--- src/rtl/microwave_pkg.sv ---
// Shared encodings, digit limits and helpers for the microwave cooking timer.
package microwave_pkg;

  localparam int unsigned STATE_W = 3;
  localparam int unsigned MIN_W   = 4;
  localparam int unsigned STENS_W = 3;
  localparam int unsigned SONES_W = 4;

  localparam int unsigned MAX_MIN   = 9;
  localparam int unsigned MAX_STENS = 5;
  localparam int unsigned MAX_SONES = 9;

  typedef enum logic [STATE_W-1:0] {
    ST_IDLE  = 3'd0,
    ST_RUN   = 3'd1,
    ST_PAUSE = 3'd2,
    ST_DONE  = 3'd3
  } state_e;

  // True when every digit of an operator load is a legal BCD code for its position.
  function automatic logic digits_valid(input logic [MIN_W-1:0]   m,
                                        input logic [STENS_W-1:0] t,
                                        input logic [SONES_W-1:0] o);
    return (m <= MIN_W'(MAX_MIN)) && (t <= STENS_W'(MAX_STENS)) && (o <= SONES_W'(MAX_SONES));
  endfunction

endpackage

--- src/rtl/microwave_timer_ctrl_if.sv ---
// Operator controls in, time/status display out.
interface microwave_timer_ctrl_if;
  import microwave_pkg::*;

  logic               load;
  logic [MIN_W-1:0]   min_in;
  logic [STENS_W-1:0] stens_in;
  logic [SONES_W-1:0] sones_in;
  logic               start;
  logic               stop;
  logic               door_closed;
  logic [MIN_W-1:0]   min_out;
  logic [STENS_W-1:0] stens_out;
  logic [SONES_W-1:0] sones_out;
  logic               mag_on;
  logic               done;
  logic [STATE_W-1:0] state_out;

  modport master (
    output load, min_in, stens_in, sones_in, start, stop, door_closed,
    input  min_out, stens_out, sones_out, mag_on, done, state_out
  );

  modport slave (
    input  load, min_in, stens_in, sones_in, start, stop, door_closed,
    output min_out, stens_out, sones_out, mag_on, done, state_out
  );

endinterface

--- src/rtl/bcd_down_digit.sv ---
// One BCD down-counting digit; wraps 0 -> MAX and flags a borrow to the next digit.
module bcd_down_digit #(
  parameter int unsigned W   = 4,
  parameter int unsigned MAX = 9
) (
  input  logic         clk,
  input  logic         clear,
  input  logic         load,
  input  logic [W-1:0] d,
  input  logic         dec_en,
  output logic [W-1:0] q,
  output logic         borrow
);

  assign borrow = dec_en && (q == '0);

  // Digit register: load has priority over decrement.
  always_ff @(posedge clk) begin
    if (clear) begin
      q <= '0;
    end else if (load) begin
      q <= d;
    end else if (dec_en) begin
      q <= (q == '0) ? W'(MAX) : q - W'(1);
    end
  end

endmodule

--- src/rtl/microwave_timer_ctrl.sv ---
// Cooking-timer FSM: M:SS countdown, 1 s prescaler, magnetron enable and done hold-off.
module microwave_timer_ctrl
  import microwave_pkg::*;
#(
  parameter int unsigned TICKS_PER_SEC = 4,
  parameter int unsigned DONE_SECS     = 2
) (
  input  logic                  clk,
  input  logic                  clear,
  microwave_timer_ctrl_if.slave bus
);

  localparam int unsigned PW = $clog2(TICKS_PER_SEC);
  localparam int unsigned DW = $clog2(DONE_SECS + 1);
  localparam logic [PW-1:0] TICK_LAST = PW'(TICKS_PER_SEC - 1);
  localparam logic [DW-1:0] DONE_LAST = DW'(DONE_SECS - 1);

  state_e             state, state_n;
  logic [PW-1:0]      presc, presc_n;
  logic [DW-1:0]      dcnt, dcnt_n;
  logic               tick, dec, dig_load, dig_zero;
  logic               time_zero, time_one;
  logic [MIN_W-1:0]   min_q;
  logic [STENS_W-1:0] stens_q;
  logic [SONES_W-1:0] sones_q;
  logic               sones_borrow, stens_borrow, unused_min_borrow;

  assign tick      = (presc == TICK_LAST);
  assign time_zero = (min_q == '0) && (stens_q == '0) && (sones_q == '0);
  assign time_one  = (min_q == '0) && (stens_q == '0) && (sones_q == SONES_W'(1));

  // Next-state, prescaler and digit-control decode.
  always_comb begin
    state_n  = state;
    presc_n  = presc;
    dcnt_n   = dcnt;
    dec      = 1'b0;
    dig_load = 1'b0;
    dig_zero = 1'b0;
    case (state)
      ST_IDLE: begin
        if (bus.load) begin
          dig_load = digits_valid(bus.min_in, bus.stens_in, bus.sones_in);
        end else if (bus.start && bus.door_closed && !time_zero) begin
          state_n = ST_RUN;
          presc_n = '0;
        end else if (bus.stop) begin
          dig_load = 1'b1;
          dig_zero = 1'b1;
        end
      end
      ST_RUN: begin
        if (bus.stop || !bus.door_closed) begin
          state_n = ST_PAUSE;
        end else begin
          presc_n = tick ? '0 : presc + PW'(1);
          if (tick) begin
            dec = 1'b1;
            if (time_one) begin
              state_n = ST_DONE;
              dcnt_n  = '0;
            end
          end
        end
      end
      ST_PAUSE: begin
        if (bus.stop) begin
          state_n  = ST_IDLE;
          dig_load = 1'b1;
          dig_zero = 1'b1;
        end else if (bus.start && bus.door_closed) begin
          state_n = ST_RUN;
        end
      end
      ST_DONE: begin
        if (bus.stop || !bus.door_closed) begin
          state_n = ST_IDLE;
        end else begin
          presc_n = tick ? '0 : presc + PW'(1);
          if (tick) begin
            if (dcnt == DONE_LAST) state_n = ST_IDLE;
            else                   dcnt_n  = dcnt + DW'(1);
          end
        end
      end
      default: state_n = ST_IDLE;
    endcase
  end

  // State, prescaler and registered status outputs.
  always_ff @(posedge clk) begin
    if (clear) begin
      state      <= ST_IDLE;
      presc      <= '0;
      dcnt       <= '0;
      bus.mag_on <= 1'b0;
      bus.done   <= 1'b0;
    end else begin
      state      <= state_n;
      presc      <= presc_n;
      dcnt       <= dcnt_n;
      bus.mag_on <= (state_n == ST_RUN);
      bus.done   <= (state_n == ST_DONE);
    end
  end

  bcd_down_digit #(.W(SONES_W), .MAX(MAX_SONES)) u_sones (
    .clk(clk), .clear(clear), .load(dig_load),
    .d(dig_zero ? '0 : bus.sones_in), .dec_en(dec),
    .q(sones_q), .borrow(sones_borrow)
  );

  bcd_down_digit #(.W(STENS_W), .MAX(MAX_STENS)) u_stens (
    .clk(clk), .clear(clear), .load(dig_load),
    .d(dig_zero ? '0 : bus.stens_in), .dec_en(sones_borrow),
    .q(stens_q), .borrow(stens_borrow)
  );

  bcd_down_digit #(.W(MIN_W), .MAX(MAX_MIN)) u_min (
    .clk(clk), .clear(clear), .load(dig_load),
    .d(dig_zero ? '0 : bus.min_in), .dec_en(stens_borrow),
    .q(min_q), .borrow(unused_min_borrow)
  );

  assign bus.min_out   = min_q;
  assign bus.stens_out = stens_q;
  assign bus.sones_out = sones_q;
  assign bus.state_out = state;

endmodule

--- src/flat_wrapper.sv ---
// flat-port wrapper written by rule: the top's interface ports become plain ports
module microwave_timer_ctrl_flat import microwave_pkg::*;
#(
  parameter int unsigned TICKS_PER_SEC = 4,
  parameter int unsigned DONE_SECS     = 2
)
  (clk, clear, bus_load, bus_min_in, bus_stens_in, bus_sones_in, bus_start, bus_stop, bus_door_closed, bus_min_out, bus_stens_out, bus_sones_out, bus_mag_on, bus_done, bus_state_out);
  microwave_timer_ctrl_if bus_i ();
  input  logic clk;
  input  logic clear;
  input wire logic [$bits(bus_i.load)-1:0] bus_load;
  input wire logic [$bits(bus_i.min_in)-1:0] bus_min_in;
  input wire logic [$bits(bus_i.stens_in)-1:0] bus_stens_in;
  input wire logic [$bits(bus_i.sones_in)-1:0] bus_sones_in;
  input wire logic [$bits(bus_i.start)-1:0] bus_start;
  input wire logic [$bits(bus_i.stop)-1:0] bus_stop;
  input wire logic [$bits(bus_i.door_closed)-1:0] bus_door_closed;
  output wire logic [$bits(bus_i.min_out)-1:0] bus_min_out;
  output wire logic [$bits(bus_i.stens_out)-1:0] bus_stens_out;
  output wire logic [$bits(bus_i.sones_out)-1:0] bus_sones_out;
  output wire logic [$bits(bus_i.mag_on)-1:0] bus_mag_on;
  output wire logic [$bits(bus_i.done)-1:0] bus_done;
  output wire logic [$bits(bus_i.state_out)-1:0] bus_state_out;
  assign bus_i.load = bus_load;
  assign bus_i.min_in = bus_min_in;
  assign bus_i.stens_in = bus_stens_in;
  assign bus_i.sones_in = bus_sones_in;
  assign bus_i.start = bus_start;
  assign bus_i.stop = bus_stop;
  assign bus_i.door_closed = bus_door_closed;
  assign bus_min_out = bus_i.min_out;
  assign bus_stens_out = bus_i.stens_out;
  assign bus_sones_out = bus_i.sones_out;
  assign bus_mag_on = bus_i.mag_on;
  assign bus_done = bus_i.done;
  assign bus_state_out = bus_i.state_out;
  microwave_timer_ctrl #(.TICKS_PER_SEC(TICKS_PER_SEC), .DONE_SECS(DONE_SECS)) u_core (.clk(clk), .clear(clear), .bus(bus_i));
endmodule
--- config.mk ---
export PLATFORM = sky130hd
export DESIGN_NAME = microwave_timer_ctrl_flat
export DESIGN_NICKNAME = d
export VERILOG_FILES = /design/src/rtl/microwave_pkg.sv /design/src/rtl/microwave_timer_ctrl_if.sv /design/src/rtl/bcd_down_digit.sv /design/src/rtl/microwave_timer_ctrl.sv /design/src/flat_wrapper.sv
export SDC_FILE = /design/constraint.sdc
export NUM_CORES = 1
export LEC_CHECK = 0
export CAP_MARGIN = 20
export CORE_MARGIN = 2
export CORE_UTILIZATION = 44
export CTS_CLUSTER_SIZE = 10
export DETAILED_ROUTE_END_ITERATION = 16
export PLACE_DENSITY = 0.76
export SETUP_SLACK_MARGIN = 0.15
export SKIP_CTS_REPAIR_TIMING = 1
export SLEW_MARGIN = 20
export SYNTH_ARGS = -nofsm -noshare
export SYNTH_HDL_FRONTEND = slang
export SYNTH_HIERARCHICAL = 1
export SYNTH_SLANG_ARGS = --single-unit
--- constraint.sdc ---
create_clock -name clk -period 2.6 [get_ports clk]
set_input_delay 0.52 -clock clk [delete_from_list [all_inputs] [get_ports clk]]
set_output_delay 0.52 -clock clk [all_outputs]
set_load 0.01 [all_outputs]
==> key figures <==
Run status
  • Outcome: completed

Clocking
  • Clk slew on worst S/H paths: 0.13 ns
  • Clk_lat worst skew: 0.31 ns
  • CTS tree: done
  • Root Driver: clkbuf_4
  • CTS Buf Count: 3
  • CTS sink count: 20
  • CTS Buffer Depth: 2
  • H-tree levels: 1

Floorplan
  • Top-Level Pins: 33
  • FP Rows: 19
  • Area of the core: 0.002781 mm2
  • Die Ht: 58.51 um
  • Die area: 0.003423 mm2
  • Initial Util: 47.01%
  • Die width: 58.51 um

Route
  • DR iter-0 viols: 24
  • Detail Route Antenna Nets: 0
  • Vias: 1255
  • Vias per std cell: 5.628
  • Highest routed layer: met4
  • Post-Route M1 WL: 1378 um
  • Routed len/inst: 14.88 um
  • Routed wl met3: 187 um
  • Drt drc: 0
  • Final WL: 3319 um
  • Met2 wire length: 1722 um
  • First drt pass iteration count: 4

Power and ir drop
  • Clock power frac: 34.1%
  • Logic pwr share: 20.7%
  • Leak: 0.7292 nW
  • Seq pwr share: 45.2%
  • P_sw: 202.9 uW
  • Pwr/cell area: 422.7 mW/mm2
  • Sw frac: 26.46%
  • Worst vdd ir: 494.8 uV
  • Pint: 564.0 uW

Yosys
  • Gate count of the mapped netlist: 147
  • Syn_nets: 167
  • Cell Area, Synth: 0.001308 mm2
  • Mean post-synth cell area: 8.895 um2
  • Synth warn: 6

Setup path
  • CP Max Fanout: 7
  • CP max-delay cell: dfxtp_2
  • CP Launch Type: flip-flop
  • Crit path cell chain: nor4bb_4 -> nand2_4 -> nor2_4 -> nor4b_4 -> nor2b_4 -> and2_4 -> nand2b_1 -> or3_4 -> a221oi_2
  • CP arrival: 2.57 ns
  • Buf/Inv on CP: 0
  • Largest stage delay, worst path: 0.41 ns
  • Crit path kind: reg -> reg
  • Critical Path RT: 2.83 ns
  • CP Capture Type: flip-flop
  • Top delay family on crit path: simple AND/OR/NAND/NOR gates

Layout
  • Multi-input logic area: 864.6 um2
  • # diodes: 0
  • Most frequent cells in the layout: clkdlybuf4s50_1, dfxtp_1, nor2_1, nand2_1, buf_4
  • Final-stage net count: 213
  • Number of fill cells: 256
  • Synthesis-to-layout area growth: 38.76%
  • Share of cells above drive strength 1: 19.79%
  • Non-filler cells, final: 223
  • Most common cell after layout, fill and taps aside: clkdlybuf4s50_1
  • Post-route cell area: 0.001814 mm2
  • Reg area: 401.6 um2

Global routing
  • First-pass GRT wire length: 5554 um
  • Initial antenna violation count: 0
  • Largest net degree at the start of global routing: 18
  • Tot GR Track Use: 20.95%
  • Vias in the first global route: 1264
  • Total grt overflow: 0

Timing
  • Final critical-path share of the clock period: 89.80%
  • Worst Hold Slack: 0.4933 ns
  • Setup violations, final: 0
  • Peak Freq: 428.3 MHz
  • Fin. max-slew vios: 0
  • RSZ-0062 raised after global routing: no
  • Fin crit period: 2.335 ns
  • Final Hold Fails: 0
  • Clock Skews: 0.008325 ns

Placed design
  • Placer Congestion: 0.9647
  • DP Area: 0.001728 mm2
  • DP HPWL: 2524 um
  • Dpl cells: 216
  • Buffers added on ports: 32

Worst hold path
  • Worst Hold Class: reg -> reg

Flow run
  • Max-Cap Viols: 0
-- registers in the layout, summed over array words and instances (netlist names) --
| register | count |
|---|---|
| u_core/bus.state_out | 3 |
| u_core/u_stens/q | 3 |
| u_core/bus.mag_on | 1 |
| u_core/dcnt | 2 |
| u_core/bus.done | 1 |
| u_core/presc | 2 |
| u_core/u_sones/q | 4 |
| u_core/u_min/q | 4 |
-- path summary, 6_finish.rpt --
| check | slack, ns | end | from | cells past startpoint |
|---|---|---|---|---|
| hold / removal | 0.49 | u_core/presc[0] | u_core/presc[0] | 2 |
| setup reg to reg | 0.27 | u_core/u_min/q[1] | u_core/bus.state_out[0] | 9 |
| hold reg to reg | 0.49 | u_core/presc[0] | u_core/presc[0] | 2 |
| setup / recovery | 0.27 | u_core/u_min/q[1] | u_core/bus.state_out[0] | 9 |
-- layout make-up --
cell class	count	share of cell area (%)
repair buffers	44	22.90
well taps	31	2.138
inverters	11	2.276
clock buffers	3	1.241
flip-flops and latches	20	22.14
multi-input cells	113	47.66
clock inverters	1	1.655
-- through the flow --
| step | total power [mW] | setup slack, ns | TNS, ns | util (%) |
|---|---|---|---|---|
| 6_report | 0.7669 | 0.2652 | 0 | 65.23 |
| 4_1_cts | 0.7723 | -0.01137 | -0.01137 | 64.01 |
| 3_5_place_dp | 0.5114 | -0.3207 | -1.087 | 62.12 |
| 5_1_grt | 0.8092 | 0.1468 | 0 | 65.23 |
| 2_1_floorplan | 0.4315 | 0.1338 | 0 | - |
| 3_3_place_gp | 0.5052 | -0.1886 | -0.4530 | 62.12 |
-- worst register-to-register path: stages (launching register included) --
cell and delay, ns:
dfxtp_2 0.41, nor4bb_4 0.40, nand2_4 0.08, nor2_4 0.10, nor4b_4 0.22, nor2b_4 0.19
and2_4 0.16, nand2b_1 0.08, or3_4 0.38, a221oi_2 0.23
-- per-layer routing --
layer / up-vias / global-route usage, %
li1: 621 / -
met1: 596 / 24.76
met2: 33 / 37.40
met3: 5 / 4.176
met4: 0 / 7.309
met5: - / 0
-- power by group through the flow --
stage	Sequential, mW	Combinational (mW)	Clock (mW)
3_3_place_gp	0.352	0.153	0
6_report	0.347	0.159	0.261
4_1_cts	0.346	0.159	0.267
2_1_floorplan	0.355	0.0762	0
3_5_place_dp	0.354	0.158	0
5_1_grt	0.351	0.171	0.288
Note: power is estimated with default switching activity, not from simulation.
